## src/rtl/wam_pkg.sv

```systemverilog
// Shared types and helpers for the whack-a-mole autoplayer.
package wam_pkg;

  localparam int unsigned MAX_MOLES = 32;

  typedef enum logic [2:0] {
    IDLE,
    WAIT,
    REACT,
    PRESS,
    RELEASE
  } state_e;

  function automatic logic is_onehot(input logic [MAX_MOLES-1:0] v);
    return (v != '0) && ((v & (v - MAX_MOLES'(1))) == '0);
  endfunction

  // Rotate the low n bits of v left by one; bits at or above n stay zero.
  function automatic logic [MAX_MOLES-1:0] rotl1(input logic [MAX_MOLES-1:0] v,
                                                 input int unsigned n);
    logic [MAX_MOLES-1:0] r;
    r = '0;
    for (int unsigned i = 0; i < MAX_MOLES; i++) begin
      if (i < n) r[5'((i + 1) % n)] = v[i];
    end
    return r;
  endfunction

endpackage

```

## src/rtl/wam_sat_counter.sv

```systemverilog
// Saturating up-counter used for the autoplayer statistics.
module wam_sat_counter #(
  parameter int unsigned CNT_W = 8
) (
  input  logic             clk,
  input  logic             rst,
  input  logic             inc,
  output logic [CNT_W-1:0] count
);

  logic [CNT_W-1:0] count_q, count_d;

  always_comb begin
    count_d = count_q;
    if (inc && (count_q != '1)) count_d = count_q + CNT_W'(1);
  end

  always_ff @(posedge clk) begin
    if (rst) count_q <= '0;
    else     count_q <= count_d;
  end

  assign count = count_q;

endmodule

```

## src/rtl/wam_autoplayer.sv

```systemverilog
// Autoplayer: watches the mole vector and presses the matching button after a delay.
module wam_autoplayer
  import wam_pkg::*;
#(
  parameter int unsigned NUM_MOLES       = 8,
  parameter int unsigned DELAY_W         = 8,
  parameter int unsigned PRESS_CYCLES    = 4,
  parameter int unsigned RELEASE_TIMEOUT = 255,
  parameter int unsigned CNT_W           = 8
) (
  input  logic                 clk,
  input  logic                 rst,
  input  logic                 enable,
  input  logic [NUM_MOLES-1:0] mole_in,
  input  logic [DELAY_W-1:0]   react_delay,
  input  logic                 miss_inject,
  output logic [NUM_MOLES-1:0] btn_out,
  output logic                 busy,
  output logic [CNT_W-1:0]     presses,
  output logic [CNT_W-1:0]     timeouts
);

  localparam int unsigned CW_P = $clog2(PRESS_CYCLES + 1);
  localparam int unsigned CW_R = $clog2(RELEASE_TIMEOUT + 1);
  localparam int unsigned CW_PR = (CW_P > CW_R) ? CW_P : CW_R;
  localparam int unsigned CW = (DELAY_W > CW_PR) ? DELAY_W : CW_PR;

  state_e               state_q, state_d;
  logic [NUM_MOLES-1:0] mole_q, mole_d, mole_q2, mole2_d;
  logic [NUM_MOLES-1:0] mask_q, mask_d, tgt_q, tgt_d, btn_q, btn_d;
  logic [CW-1:0]        cnt_q, cnt_d;
  logic                 mole_valid, press_inc, timeout_inc;
  logic [NUM_MOLES-1:0] capture_mask;

  always_comb begin
    mole_d       = mole_in;
    mole2_d      = mole_q;
    mole_valid   = is_onehot(MAX_MOLES'(mole_q)) && (mole_q == mole_q2);
    capture_mask = miss_inject ? NUM_MOLES'(rotl1(MAX_MOLES'(mole_q), NUM_MOLES)) : mole_q;
  end

  // One down-counter is shared by the reaction, press and release-timeout phases.
  always_comb begin
    state_d     = state_q;
    cnt_d       = cnt_q;
    mask_d      = mask_q;
    tgt_d       = tgt_q;
    btn_d       = btn_q;
    press_inc   = 1'b0;
    timeout_inc = 1'b0;
    if (!enable) begin
      state_d = IDLE;
      btn_d   = '0;
      cnt_d   = '0;
    end else begin
      unique case (state_q)
        IDLE: begin
          btn_d   = '0;
          state_d = WAIT;
        end
        WAIT: begin
          btn_d = '0;
          if (mole_valid) begin
            mask_d = capture_mask;
            tgt_d  = mole_q;
            if (react_delay == '0) begin
              state_d   = PRESS;
              btn_d     = capture_mask;
              cnt_d     = CW'(PRESS_CYCLES);
              press_inc = 1'b1;
            end else begin
              state_d = REACT;
              cnt_d   = CW'(react_delay);
            end
          end
        end
        REACT: begin
          if (mole_q != tgt_q) begin
            state_d = WAIT;
            cnt_d   = '0;
          end else if (cnt_q == CW'(1)) begin
            state_d   = PRESS;
            btn_d     = mask_q;
            cnt_d     = CW'(PRESS_CYCLES);
            press_inc = 1'b1;
          end else begin
            cnt_d = cnt_q - CW'(1);
          end
        end
        PRESS: begin
          if (cnt_q == CW'(1)) begin
            state_d = RELEASE;
            btn_d   = '0;
            cnt_d   = CW'(RELEASE_TIMEOUT);
          end else begin
            cnt_d = cnt_q - CW'(1);
          end
        end
        RELEASE: begin
          if (mole_q != tgt_q) begin
            state_d = WAIT;
            cnt_d   = '0;
          end else if (cnt_q == CW'(1)) begin
            state_d     = WAIT;
            cnt_d       = '0;
            timeout_inc = 1'b1;
          end else begin
            cnt_d = cnt_q - CW'(1);
          end
        end
        default: begin
          state_d = IDLE;
          btn_d   = '0;
          cnt_d   = '0;
        end
      endcase
    end
  end

  always_ff @(posedge clk) begin
    if (rst) begin
      state_q <= IDLE;
      mole_q  <= '0;
      mole_q2 <= '0;
      mask_q  <= '0;
      tgt_q   <= '0;
      btn_q   <= '0;
      cnt_q   <= '0;
    end else begin
      state_q <= state_d;
      mole_q  <= mole_d;
      mole_q2 <= mole2_d;
      mask_q  <= mask_d;
      tgt_q   <= tgt_d;
      btn_q   <= btn_d;
      cnt_q   <= cnt_d;
    end
  end

  always_comb busy = (state_q == REACT) || (state_q == PRESS) || (state_q == RELEASE);
  assign btn_out = btn_q;

  wam_sat_counter #(.CNT_W(CNT_W)) u_press_cnt (
    .clk  (clk),
    .rst  (rst),
    .inc  (press_inc),
    .count(presses)
  );

  wam_sat_counter #(.CNT_W(CNT_W)) u_timeout_cnt (
    .clk  (clk),
    .rst  (rst),
    .inc  (timeout_inc),
    .count(timeouts)
  );

endmodule

```

## config.mk

```make
export PLATFORM = sky130hd
export DESIGN_NAME = wam_autoplayer
export DESIGN_NICKNAME = d
export VERILOG_FILES = /design/src/rtl/wam_pkg.sv /design/src/rtl/wam_sat_counter.sv /design/src/rtl/wam_autoplayer.sv
export SDC_FILE = /design/constraint.sdc
export NUM_CORES = 1
export LEC_CHECK = 0
export ABC_AREA = 1
export CAP_MARGIN = 20
export CORE_AREA = 2 2 76 96
export CTS_CLUSTER_SIZE = 20
export DETAILED_ROUTE_END_ITERATION = 12
export DIE_AREA = 0 0 78 98
export DONT_BUFFER_PORTS = 1
export GPL_ROUTABILITY_DRIVEN = 0
export PLACE_DENSITY = 0.68
export SETUP_SLACK_MARGIN = 0.2
export SLEW_MARGIN = 10
export SYNTH_ARGS = -nofsm -noshare
export SYNTH_HDL_FRONTEND = slang
export SYNTH_SLANG_ARGS = --single-unit
```

## constraint.sdc

```tcl
create_clock -name clk -period 3.7 [get_ports clk]
set_clock_uncertainty 0.15 [all_clocks]
set_input_delay 0.74 -clock clk [delete_from_list [all_inputs] [get_ports clk]]
set_output_delay 0.74 -clock clk [all_outputs]
set_load 0.01 [all_outputs]
```

After elaboration in Yosys (flattened, before gate mapping)
Index checks and enable logic that the tools add are counted.
{ "op_classes": {"n_eq_ne": 15, "add_sub_neg": 4, "n_bitwise": 4, "reduce_logical": 15, "n_mux": 31} }
{ "ops": {"columns": ["cell", "count"], "rows": [
  ["two-way mux 8 bit", 13],
  ["one-hot mux 8 bit (5 select lines)", 1],
  ["AND 8 x 32 -> 32 bit", 1],
  ["logical NOT 32 bit", 1],
  ["one-hot mux 8 bit (4 select lines)", 1],
  ["two-way mux 3 bit", 6],
  ["adder 8 x 1 -> 8 bit, second input constant", 2],
  ["!= test 8 bit, second input constant", 2],
  ["one-hot mux 3 bit (5 select lines)", 1],
  ["subtractor 8 x 1 -> 9 bit, second input constant", 1],
  ["== test 8 x 1 -> 1 bit, second input constant", 1],
  ["== test 8 bit", 1],
  ["logical NOT 8 bit", 1],
  ["two-way mux 1 bit", 8],
  ["!= test 2 bit, second input constant", 4],
  ["!= test 8 bit", 1],
  ["AND reduction 4 bit", 2],
  ["nonzero test 8 bit", 1],
  ["subtractor 8 x 1 -> 8 bit, second input constant", 1],
  ["== test 3 x 2 -> 1 bit, second input constant", 2],
  ["!= test 3 bit, second input constant", 2],
  ["logical AND 1 bit", 4],
  ["== test 3 x 1 -> 1 bit, second input constant", 1],
  ["== test 3 bit, second input constant", 1],
  ["other kinds (7)", 10]
]} }
{ "totals": {"word_cells": 78, "ff_bits": 67, "out_inout_bits": 25, "input_bits": 20} }

Longest topological paths before layout
Gate-level depths: netlist (run 1).
{ "logic_depth": {"depth_word": 9, "mapped_depth": 15, "mapped_depth_nobuf": 14} }

By module
Synthesis (run 1) repeated with hierarchy kept, for this count alone.
{ "hier_totals": {"cells_unflattened": 670, "hier_area_um2": 4174.0} }
{ "modules_own_cells": {"columns": ["module", "cells_per_inst", "seq_area_each_um2", "n_inst", "area_each_um2"], "rows": [
  ["wam_autoplayer", 516, 1021.0, 1, 3205.6],
  ["wam_sat_counter", 77, 160.2, 2, 484.2]
]} }

Least setup slack after synthesis (run 1)
OpenSTA, ideal clock, no wires.
{ "synth_path": {"path_type": "input to register", "from": "in enable", "to": "reg u_press_cnt.count_q[3], in the netlist u_press_cnt.count[3]", "path_buffers": 2, "cell_stages": 7, "arrival_ns": 1.845, "required_time_ns": 3.437, "setup_slack_ns": 1.592, "setup_ns": 0.113, "path_cell_list": "clkbuf_1 inv_1 nor3_1 buf_2 nand3_1 nor2_1 nor2_1"} }
{ "synth_between": {"elab_chain_len": 2} }
{ "synth_rtl": {"columns": ["element", "line", "rtl"], "rows": [
  ["start: declaration", "wam_autoplayer.sv:13", "input logic enable,"],
  ["two-way mux 1 bit", "wam_autoplayer.sv:51", "if (!enable) begin"],
  ["logical AND 1 bit", "wam_sat_counter.sv:15", "if (inc && (count_q != '1)) count_d = count_q + CNT_W'(1);"],
  ["end signal: assignment", "wam_sat_counter.sv:20", "else count_q <= count_d;"],
  ["end: declaration", "wam_sat_counter.sv:11", "logic [CNT_W-1:0] count_q, count_d;"]
]} }
Every way passes these cells.
A chain may end at the register's enable or synchronous reset.

Worst setup path in the final report (run 1)
{ "layout_path": {"from": "reg state_q[0]", "to": "out busy"} }
{ "layout_between": {"elab_chain_len": 3, "word_cells_on_any_way": 5, "classes_between": "eq/ne (3); reduce/logical (2)"} }
{ "layout_rtl": {"columns": ["element", "line", "rtl"], "rows": [
  ["start: declaration", "wam_autoplayer.sv:28", "state_e state_q, state_d;"],
  ["start signal: assignment", "wam_autoplayer.sv:130", "state_q <= state_d;"],
  ["== test 3 x 2 -> 1 bit", "wam_autoplayer.sv:140", "always_comb busy = (state_q == REACT) || (state_q == PRESS) || (state_q == RELEASE);"],
  ["logical OR 1 bit", "wam_autoplayer.sv:140", null],
  ["logical OR 1 bit (*)", "wam_autoplayer.sv:140", null],
  ["end: declaration", "wam_autoplayer.sv:18", "output logic busy,"]
]} }
Every way passes the cells marked *; elsewhere a longest branch is shown, timed or not.

==> impl_results.md, run 1 <==
- Outcome: complete, no violations
- Hold Path Depth: 2
- Reg2reg path depth: 10
- Post-CTS sizing: 0
- Most used DFF post-synth: dfxtp_1
- CTS tree: done
- Layout Nets: 589
- Area Overhead vs Synth: 6.122%
- Leakage power: approximately 1.7 nW
- GRT overflow: 0
- ANT nets after route: 0
- Max Cap Violations: 0
- EDFF count, synth: 0
- Post-CTS Setup Repair Bufs: 0
- Mapped Nets: 591
- Largest cells by area after synthesis: dfxtp_1 (37%), nand2_1 (15%), inv_1 (7.9%), nor2_1 (7.5%), o21ai_0 (5.5%)
- Vias: ~3.4k
- Overall routing resource usage: 0.2294
- FP Rows: 34
- Syn. warnings: 0
- Final worst slack: 1.365 ns
- Fin. Hold Viols: 0
- CTS H-tree lvls: 3
- Post-Syn Area: 0.003617 mm²
- CP endpoint kind: output port
- Register bit total from synthesis: 67
- Avg WL per Cell: 12.51 µm
- Hold WC Path Type: reg2reg
- Data arrival, critical path: 1.45 ns
- I/O Buffers: 0
- CTS Sinks: 67
- Area leader, netlist: dfxtp_1
- Antenna cells: 0
- Worst-Skew Late Latency: ~0.34 ns
- Die outline height: 98 µm
- Power per cell area: 361.3 mW/mm²
- Distinct cells, synth: 28
- # hold bufs at CTS: 0
- Final setup fails: 0
- Initial antenna violation count: 0
- Register area share after synthesis: 0.3708
- CP max stage cell: dfxtp_1
- Die area: between 0.007 and 0.008 mm²
- First-pass DRT Iterations: 4
- Most numerous cell in the Yosys netlist: nand2_1
- Pin count of the biggest net entering global routing: 27
- Tot Pwr: 1.387 mW
- Critical path fanouts, max: 5
- CTS root buffer: clkbuf_8
- First-pass GRT wire length: ~14000 µm
- Initial drt markers: 127
- Syn avg cell area: 6.380 µm²
- Pins Over Slew Limit: 0
- Final Core Density: 0.5640
- DRT Wirelength: 8243 µm
- Clk slew on worst S/H paths: 0.06 ns
- Vias in the first global route: 3250
- Share of the synthesized area in the top cell type: 0.3708
- Slew HR: 0.4860
- Post-Syn Instances: ~570
- Share of layout cells above drive strength 1: 0.06151
- Asr flop ratio synth: 0
- Startpoint Class: flip-flop
- Worst VDD drop: 257.8 µV
- Crit-path cells: nor2_1, inv_1, nor2_1, inv_1, nand2_1
- Worst-margin pin slew: 0.7702 ns
- Max stage delay on crit path: 0.32 ns
- Critical path required time: 2.81 ns
- Fin crit share: 0.6312
- Pre-CTS setup slack: 1.310 ns
- Synth cell count leaders: nand2_1 (148), inv_1 (76), nor2_1 (72), dfxtp_1 (67), o21ai_0 (40)
- # IOs: between 40 and 50
- Type of the worst setup path: reg2out
- Cell area after layout: 0.003839 mm²
- DR DRC count: 0
- Setup TNS: 0 ns
- Post-placement cell area: between 0.003 and 0.004 mm²
- Via/cell ratio: between 5 and 6
- Die X: 78 µm
- Unrepaired setup endpoints after global routing: false
- Post-DP HPWL: 6012 µm
- Clock Path Buffers: 2
- Final min period: 2.335 ns
- Initial Util: 0.5314
- F_max: 0.4282 GHz
- Core Box Area: 0.006807 mm²
- TritonCTS buffer count: 9
[registers in the layout, summed over array words and instances (netlist names)]
| signal | cells |
|---|---|
| btn_out | 8 |
| cnt_q | 8 |
| mask_q | 8 |
| mole2_d | 8 |
| mole_q2 | 8 |
| tgt_q | 8 |
| u_press_cnt.count | 8 |
| u_timeout_cnt.count | 8 |
| state_q | 3 |
[kinds of logic (layout without fill, tap and decap cells)]
family | count (synthesis) | count (layout) | synth area share
xor gates and xnor gates | 18 | 18 | 0.04359
AOI/OAI and AO/OA | 90 | 90 | 0.1273
DFF | 67 | 67 | 0.3708
adders and majority gates | 4 | 4 | 0.01384
and+or+nand+nor | 287 | 287 | 0.3359
buffers and inverters | 101 | 103 | 0.1086
[cells in the final DEF (no fill, tap or decap), drive strengths merged]
| cell | n |
|---|---|
| and2 | 2 |
| nand3 | 26 |
| xnor2 | 3 |
| buf | 3 |
| nor3 | 6 |
| clkbuf | 12 |
| dfxtp | 67 |
| xor2 | 15 |
| clkinv | 5 |
| and3 | 1 |
| nor2 | 77 |
| o21ai | 50 |
| nand2 | 152 |
| a21oi | 39 |
| ha | 4 |
| nand4 | 18 |
| o21a | 1 |
| nor4 | 5 |
| inv | 83 |
[per-stage QoR]
step / std cells / hold WS [ns]
finish: 659 / 0.3121
global route: 659 / 0.2934
CTS: 659 / 0.2942
detailed placement: 644 / 0.3030
global placement: 644 / 0.2950
floorplan: 567 / 0.2851
[final timing paths]
path | start | to | slack, ns
worst min-delay path | tgt_q[3] | tgt_q[3] | 0.31
worst max register to register | cnt_q[1] | btn_out[2] | 1.45
worst min register to register | tgt_q[3] | tgt_q[3] | 0.31
worst max-delay path | state_q[0] | busy | 1.36
[power by group]
part	internal [mW]	switching (mW)	leakage, nW
Clock	0.255	0.263	0.0860
Combinational	0.0401	0.0835	1.07
Sequential	0.732	0.0142	0.543
[metal layers]
metal,GRT usage,part of all wire,vias to the layer above
li1,-,-,1784
met1,0.2581,0.43,1552
met2,0.4058,0.50,79
met3,0.06100,0.048,14
met4,0.09582,0.022,0
met5,0,0,-
[worst max-delay path: cells and delay by family, from the launching register on]
kind | cells | cell delay, ns
buffers and inverters | 2 | 0.23
DFF | 1 | 0.32
and+or+nand+nor | 3 | 0.56
[final cells by class]
class,count,area (µm²)
Clock inverter,3,15.01
Fill cell,679,2968
Timing Repair Buffer,3,22.52
Sequential cell,67,1341
Inverter,85,319.1
Multi-Input combinational cell,399,1883
Clock buffer,12,145.1
Tap cell,90,112.6
(Power assumes the default switching activity.)
==> run 2, diff against run 1 <==
==> constraint.sdc (replaced) <==
create_clock -name clk -period 2.4 [get_ports clk]
set_clock_uncertainty 0.15 [all_clocks]
set_input_delay 0.48 -clock clk [delete_from_list [all_inputs] [get_ports clk]]
set_output_delay 0.48 -clock clk [all_outputs]
set_load 0.01 [all_outputs]
==> run 2 against run 1 <==
Against the previous run: die area stayed put; sequential power is 54% higher; via count is 0.67% higher; combinational power is 64% higher; critical path type unchanged; critical endpoint unchanged.
==> impl_results.md, run 2 (synthesis results as in run 1) <==
- Leakage power: 1.734 nW (was 1.699 nW)
- Max stage delay on crit path: 0.33 ns (was 0.32 ns)
- FP Rows: 34 (unchanged)
- Comb power frac: 0.089 (about the same)
- CP startpoint: state_q[0] (unchanged)
- Final min period: 2.096 ns
- Startpoint Class: flip-flop (unchanged)
- CTS Sinks: 67 (unchanged)
- Critical path fanouts, max: 5 (unchanged)
- Core Box Area: 0.006807 mm² (unchanged)
- CP endpoint kind: output port (unchanged)
- # IOs: 45 (unchanged)
- CTS tree: done (unchanged)
- Slew HR: 0.6310 (was 0.4860)
- Area Overhead vs Synth: 8.786% (was 6.122%)
- Initial Util: 0.5314 (unchanged)
- Pre-CTS setup slack: 0.1601 ns (was 1.310 ns)
- WL met1: 3668 µm (was 3530 µm)
- Commonest non-fill, non-tap cell in the layout: nand2_1 (unchanged)
- Worst VDD drop: 364.6 µV (was 257.8 µV)
- # fillers: 703 (was 679)
- Post-CTS Setup Repair Bufs: 0 (unchanged)
- I/O Buffers: 0 (unchanged)
- Post-DP HPWL: 6220 µm (was 6012 µm)
- Final setup fails: 0 (unchanged)
- Top sig layer: met4 (unchanged)
- Outcome: complete, no violations (unchanged)
- Critical path required time: 1.77 ns (was 2.81 ns)
- Layout Nets: 592 (was 589)
- ANT nets after route: 0 (unchanged)
- DR WL met3: 431 µm (was 392 µm)
- Antenna cells: 0 (unchanged)
- Share of layout cells above drive strength 1: 0.08551 (was 0.06151)
- R2R Setup Slk: 0.40 ns (was 1.45 ns)
- First-pass DRT Iterations: 4 (unchanged)
- # hold bufs at CTS: 0 (unchanged)
- Reg2reg path depth: 10 (unchanged)
- Avg WL per Cell: 12.94 µm (was 12.51 µm)
- Initial drt markers: 138 (was 127)
- Post-CTS sizing: 0 (unchanged)
- Power per cell area: 578.4 mW/mm² (was 361.3 mW/mm²)
- Vias: 3452 (was 3429)
- Fin. Hold Viols: 0 (unchanged)
- Overall routing resource usage: 0.2405 (was 0.2294)
- Pins Over Slew Limit: 0 (unchanged)
- CP max stage cell: dfxtp_1 (unchanged)
- Metal2 WL: 4190 µm (was 4140 µm)
- Switching fraction of total power: 0.2543 (was 0.2598)
- CTS H-tree lvls: 3 (unchanged)
- Clock power share: 0.406 (was 0.373)
- Worst reg2reg endpoint: btn_out[3] (was btn_out[2])
- Most frequent cells in the layout: nand2_1 (148), inv_1 (76), nor2_1 (69) (was nand2_1 (148), inv_1 (76), nor2_1 (72))
- F_max: 0.4770 GHz
- Die outline height: 98 µm (unchanged)
- First-pass GRT wire length: 14800 µm (was 14100 µm)
- Initial antenna violation count: 0 (unchanged)
- Worst reg2reg path startpoint: cnt_q[1] (unchanged)
- Die X: 78 µm (unchanged)
- Pin count of the biggest net entering global routing: 26 (was 27)
- Data arrival, critical path: 1.47 ns (was 1.45 ns)
- Die area: 0.007644 mm² (unchanged)
- Clock Path Buffers: 2 (unchanged)
- DR DRC count: 0 (unchanged)
- Fin crit share: 0.8735
- Sw power: 0.5788 mW (was 0.3604 mW)
- Via/cell ratio: 5.207 (was 5.203)
- Vias in the first global route: 3281 (was 3250)
- CTS root buffer: clkbuf_8 (unchanged)
- Final Core Density: 0.5781 (was 0.5640)
- Max Cap Violations: 0 (unchanged)
- Worst Setup EP: busy (unchanged)
- DRT Wirelength: 8582 µm (was 8243 µm)
- Unrepaired setup endpoints after global routing: true (was false)
- Internal power: 1.697 mW (was 1.027 mW)
- GRT overflow: 0 (unchanged)
- Type of the worst setup path: reg2out (unchanged)
- Worst-Skew Late Latency: 0.34 ns (about the same)
- Hold WC Path Type: in2reg (was reg2reg)
- Setup TNS: 0 ns (unchanged)
- Final worst slack: 0.3035 ns (was 1.365 ns)
- Crit-path cells: nor2_1, inv_1, nor2_1, inv_1, nand2_1 (unchanged)
- Clk slew on worst S/H paths: 0.07 ns (was 0.06 ns)
- TritonCTS buffer count: 9 (unchanged)
- Worst-margin pin slew: 0.5501 ns (was 0.7702 ns)
- Sequential Power Share: 0.505 (was 0.538)
[run 2: critical path, delay by kind of cell (launching register included)]
family,cells,cell delay [ns]
flops,1,0.33
simple gates,3,0.57
buf+inv,2,0.24
[run 2: layout make-up]
| class | instances | area, µm² | area share |
|---|---|---|---|
| multi-input cells | 399 | 1911 | 0.4855 |
| flip-flops and latches | 67 | 1348 | 0.3424 |
| inverters | 85 | 321.6 | 0.08172 |
| clock buffers | 11 | 141.4 | 0.03593 |
| well taps | 90 | 112.6 | 0.02862 |
| clock inverters | 5 | 52.55 | 0.01335 |
| repair buffers | 6 | 48.80 | 0.01240 |
[run 2: metal layers]
metal,vias to the layer above,global-route usage
met5,-,0
met4,0,0.1282
met3,21,0.05823
met2,86,0.3959
met1,1545,0.2882
li1,1800,-
[run 2: worst min-delay path by stage]
stage	from	to	slack, ns	depth (start not counted)
after floorplan	tgt_q[2]	tgt_q[2]	0.29	2
after global placement	tgt_q[3]	tgt_q[3]	0.29	2
after detailed placement	tgt_q[2]	tgt_q[2]	0.30	2
after CTS	rst	u_timeout_cnt.count[2]	0.03	1
after global routing	rst	mole2_d[0]	0.03	1
final	rst	mole2_d[1]	0.05	1
[run 2: power by group through the flow]
| stage | registers [mW] | logic [mW] | clock network [mW] |
|---|---|---|---|
| after global placement | 1.17 | 0.194 | 0 |
| after CTS | 1.15 | 0.196 | 0.951 |
| after global routing | 1.15 | 0.233 | 1.01 |
| after floorplan | 1.16 | 0.164 | 0 |
| final | 1.15 | 0.203 | 0.923 |
| after detailed placement | 1.17 | 0.195 | 0 |
[run 2: per-stage QoR]
| stage | hold WS [ns] | instance area [µm²] | power [mW] | instances |
|---|---|---|---|---|
| CTS | 0.03315 | 3895 | 2.295 | 663 |
| finish | 0.05161 | 3935 | 2.276 | 663 |
| floorplan | 0.2851 | 3617 | 1.329 | 567 |
| global placement | 0.2929 | 3701 | 1.367 | 647 |
| detailed placement | 0.3009 | 3701 | 1.369 | 647 |
| global route | 0.02684 | 3935 | 2.391 | 663 |
==> run 3, diff against run 2 <==
--- a/config.mk
+++ b/config.mk
@@ -13,6 +13,7 @@
 export DIE_AREA = 0 0 78 98
 export DONT_BUFFER_PORTS = 1
 export GPL_ROUTABILITY_DRIVEN = 0
+export HOLD_SLACK_MARGIN = 0.03
 export PLACE_DENSITY = 0.68
 export SETUP_SLACK_MARGIN = 0.2
 export SLEW_MARGIN = 10
==> run 3 against run 2 <==
Against the previous run: fmax about the same; flip-flop and latch count unchanged; largest cell class unchanged; worst setup slack worse by 0.0012 ns; largest power group unchanged; total power up 0.24%; wire length up 0.22%; cell area up 0.25%; clock power up 0.4%; sequential share of layout area down 0.087 points; register-to-register slack about the same; cell count up 0.15%; combinational power about the same.
==> impl_results.md, run 3 (synthesis results as in run 1) <==
- R2R Setup Slk: 0.40 ns (about the same)
- Avg WL per Cell: 12.95 µm (was 12.94 µm)
- Worst Setup EP: busy (unchanged)
- Non-filler cells, final: 664 (was 663)
- Final min period: 2.098 ns (was 2.096 ns)
- Sw power: 0.5832 mW (was 0.5788 mW)
- Vias in the first global route: 3281 (unchanged)
- Gr busiest metal: met2 (unchanged)
- Clock Path Buffers: 2 (unchanged)
- Overall routing resource usage: 0.2405 (unchanged)
- Final setup fails: 0 (unchanged)
- CP startpoint: state_q[0] (unchanged)
- Bufs and invs on worst path: 2 (unchanged)
- CTS Sinks: 67 (unchanged)
- DRT Wirelength: 8601 µm (was 8582 µm)
- Type of the worst setup path: reg2out (unchanged)
- Post-CTS Setup Repair Bufs: 0 (unchanged)
- Pre-CTS setup slack: 0.1601 ns (unchanged)
- Most frequent cells in the layout: nand2_1 (148), inv_1 (76), nor2_1 (69) (unchanged)
- Clk slew on worst S/H paths: 0.07 ns (about the same)
- Pins Over Slew Limit: 0 (unchanged)
- CP endpoint kind: output port (unchanged)
- Commonest non-fill, non-tap cell in the layout: nand2_1 (unchanged)
- Crit-path cells: nor2_1, inv_1, nor2_1, inv_1, nand2_1 (unchanged)
- F_max: 0.4767 GHz (was 0.4770 GHz)
- Leakage power: 1.738 nW (was 1.734 nW)
- Layout Nets: 593 (was 592)
- Crit-path leading delay family: simple AND/OR/NAND/NOR gates (unchanged)
- CTS root buffer: clkbuf_8 (unchanged)
- Slew HR: 0.5944 (was 0.6310)
- Fin crit share: 0.8740 (was 0.8735)
- Hold WC Path Type: in2reg (unchanged)
- FP Rows: 34 (unchanged)
- Max stage delay on crit path: 0.33 ns (about the same)
- First-pass GRT wire length: 14800 µm (unchanged)
- Sequential Power Share: 0.504 (was 0.505)
- Vias: 3462 (was 3452)
- CTS H-tree lvls: 3 (unchanged)
- Initial antenna violation count: 0 (unchanged)
- Unrepaired setup endpoints after global routing: true (unchanged)
- Worst-margin pin slew: 0.6021 ns (was 0.5501 ns)
- Placed Cells: 647 (unchanged)
- I/O Buffers: 0 (unchanged)
- GRT overflow: 0 (unchanged)
- # IOs: 45 (unchanged)
- DR DRC count: 0 (unchanged)
- Outcome: complete, no violations (unchanged)
- Die area: 0.007644 mm² (unchanged)
- Reg2reg path depth: 10 (unchanged)
- Worst-Skew Late Latency: 0.34 ns (about the same)
- Grt met1 use: 0.2882 (unchanged)
- Power per cell area: 578.3 mW/mm² (was 578.4 mW/mm²)
- Die outline height: 98 µm (unchanged)
- Crit. path cell count: 5 (unchanged)
- Met2 usage: 0.3959 (unchanged)
- Internal power: 1.698 mW (was 1.697 mW)
- Post-DP HPWL: 6220 µm (unchanged)
- Switching fraction of total power: 0.2556 (was 0.2543)
- Critical path required time: 1.77 ns (about the same)
- First-pass DRT Iterations: 5 (was 4)
- Worst VDD drop: 364.7 µV (was 364.6 µV)
- Via/cell ratio: 5.214 (was 5.207)
- Initial drt markers: 170 (was 138)
- Die X: 78 µm (unchanged)
- Area Overhead vs Synth: 9.063% (was 8.786%)
- CTS tree: done (unchanged)
- Worst reg2reg path startpoint: cnt_q[1] (unchanged)
- Startpoint Class: flip-flop (unchanged)
- CP max stage cell: dfxtp_1 (unchanged)
- TritonCTS buffer count: 9 (unchanged)
- Worst reg2reg endpoint: btn_out[4] (was btn_out[3])
- Worst hold start: rst (unchanged)
- Share of layout cells above drive strength 1: 0.08537 (was 0.08551)
- ANT nets after route: 0 (unchanged)
- Setup TNS: 0 ns (unchanged)
- Core Box Area: 0.006807 mm² (unchanged)
- Final worst slack: 0.3023 ns (was 0.3035 ns)
- Grt met3 use: 0.05823 (unchanged)
- Pin count of the biggest net entering global routing: 26 (unchanged)
- Clock power share: 0.406 (about the same)
- Fin. Hold Viols: 0 (unchanged)
- Initial Util: 0.5314 (unchanged)
- Critical path fanouts, max: 5 (unchanged)
- Data arrival, critical path: 1.47 ns (about the same)
- Antenna cells: 0 (unchanged)
- Max Cap Violations: 0 (unchanged)
- Comb power frac: 0.090 (was 0.089)
## run 3: metal layers
metal / vias to the layer above / wire length (µm)
li1: 1803 / -
met1: 1546 / 3716
met2: 92 / 4154
met3: 21 / 438
met4: 0 / 291
met5: - / 0
## run 3: worst min path at each step
stage | end | slack (ns) | depth (start not counted)
3_5_place_dp | tgt_q[2] | 0.30 | 2
2_1_floorplan | tgt_q[2] | 0.29 | 2
6_report | mole2_d[1] | 0.05 | 1
3_3_place_gp | tgt_q[3] | 0.29 | 2
4_1_cts | u_timeout_cnt.count[2] | 0.03 | 1
5_1_grt | mole_q2[6] | 0.03 | 1
## run 3: cell type report
type / count / area [µm²]
clock inverters: 5 / 52.55
well taps: 90 / 112.6
flip-flops and latches: 67 / 1348
fillers: 702 / 2861
repair buffers: 7 / 58.81
clock buffers: 11 / 141.4
multi-input cells: 399 / 1911
inverters: 85 / 321.6
## run 3: per-stage QoR
stage	power (mW)	area, µm²	hold WS [ns]	util
final	2.281	3945	0.05385	0.5796
after global routing	2.392	3945	0.03043	0.5796
after CTS	2.295	3895	0.03315	0.5722
after detailed placement	1.369	3701	0.3009	0.5438
after global placement	1.367	3701	0.2929	0.5438
after floorplan	1.329	3617	0.2851	-
## run 3: worst register-to-register path: stages (launching register included)
cell and delay (ns):
dfxtp_1 0.32, inv_1 0.09, ha_1 0.16, nand3_1 0.09, nor2_2 0.20, inv_1 0.11
a21oi_1 0.18, o21ai_2 0.18, nor2_4 0.21, nand2_1 0.08, a21oi_1 0.12
## run 3: what timing repair did
| item | 4_1_cts | 5_1_grt |
|---|---|---|
| hold endpoints to repair | 0 | 1 |
| resized for setup | 0 | 15 |
| hold buffers | 0 | 1 |
| setup endpoints to repair | 0 | 34 |
## run 3: power by group through the flow
stage               sequential, mW  combinational, mW  clock [mW]
floorplan                     1.16              0.164           0
global placement              1.17              0.194           0
detailed placement            1.17              0.195           0
CTS                           1.15              0.196       0.951
global route                  1.15              0.234        1.01
finish                        1.15              0.204       0.927
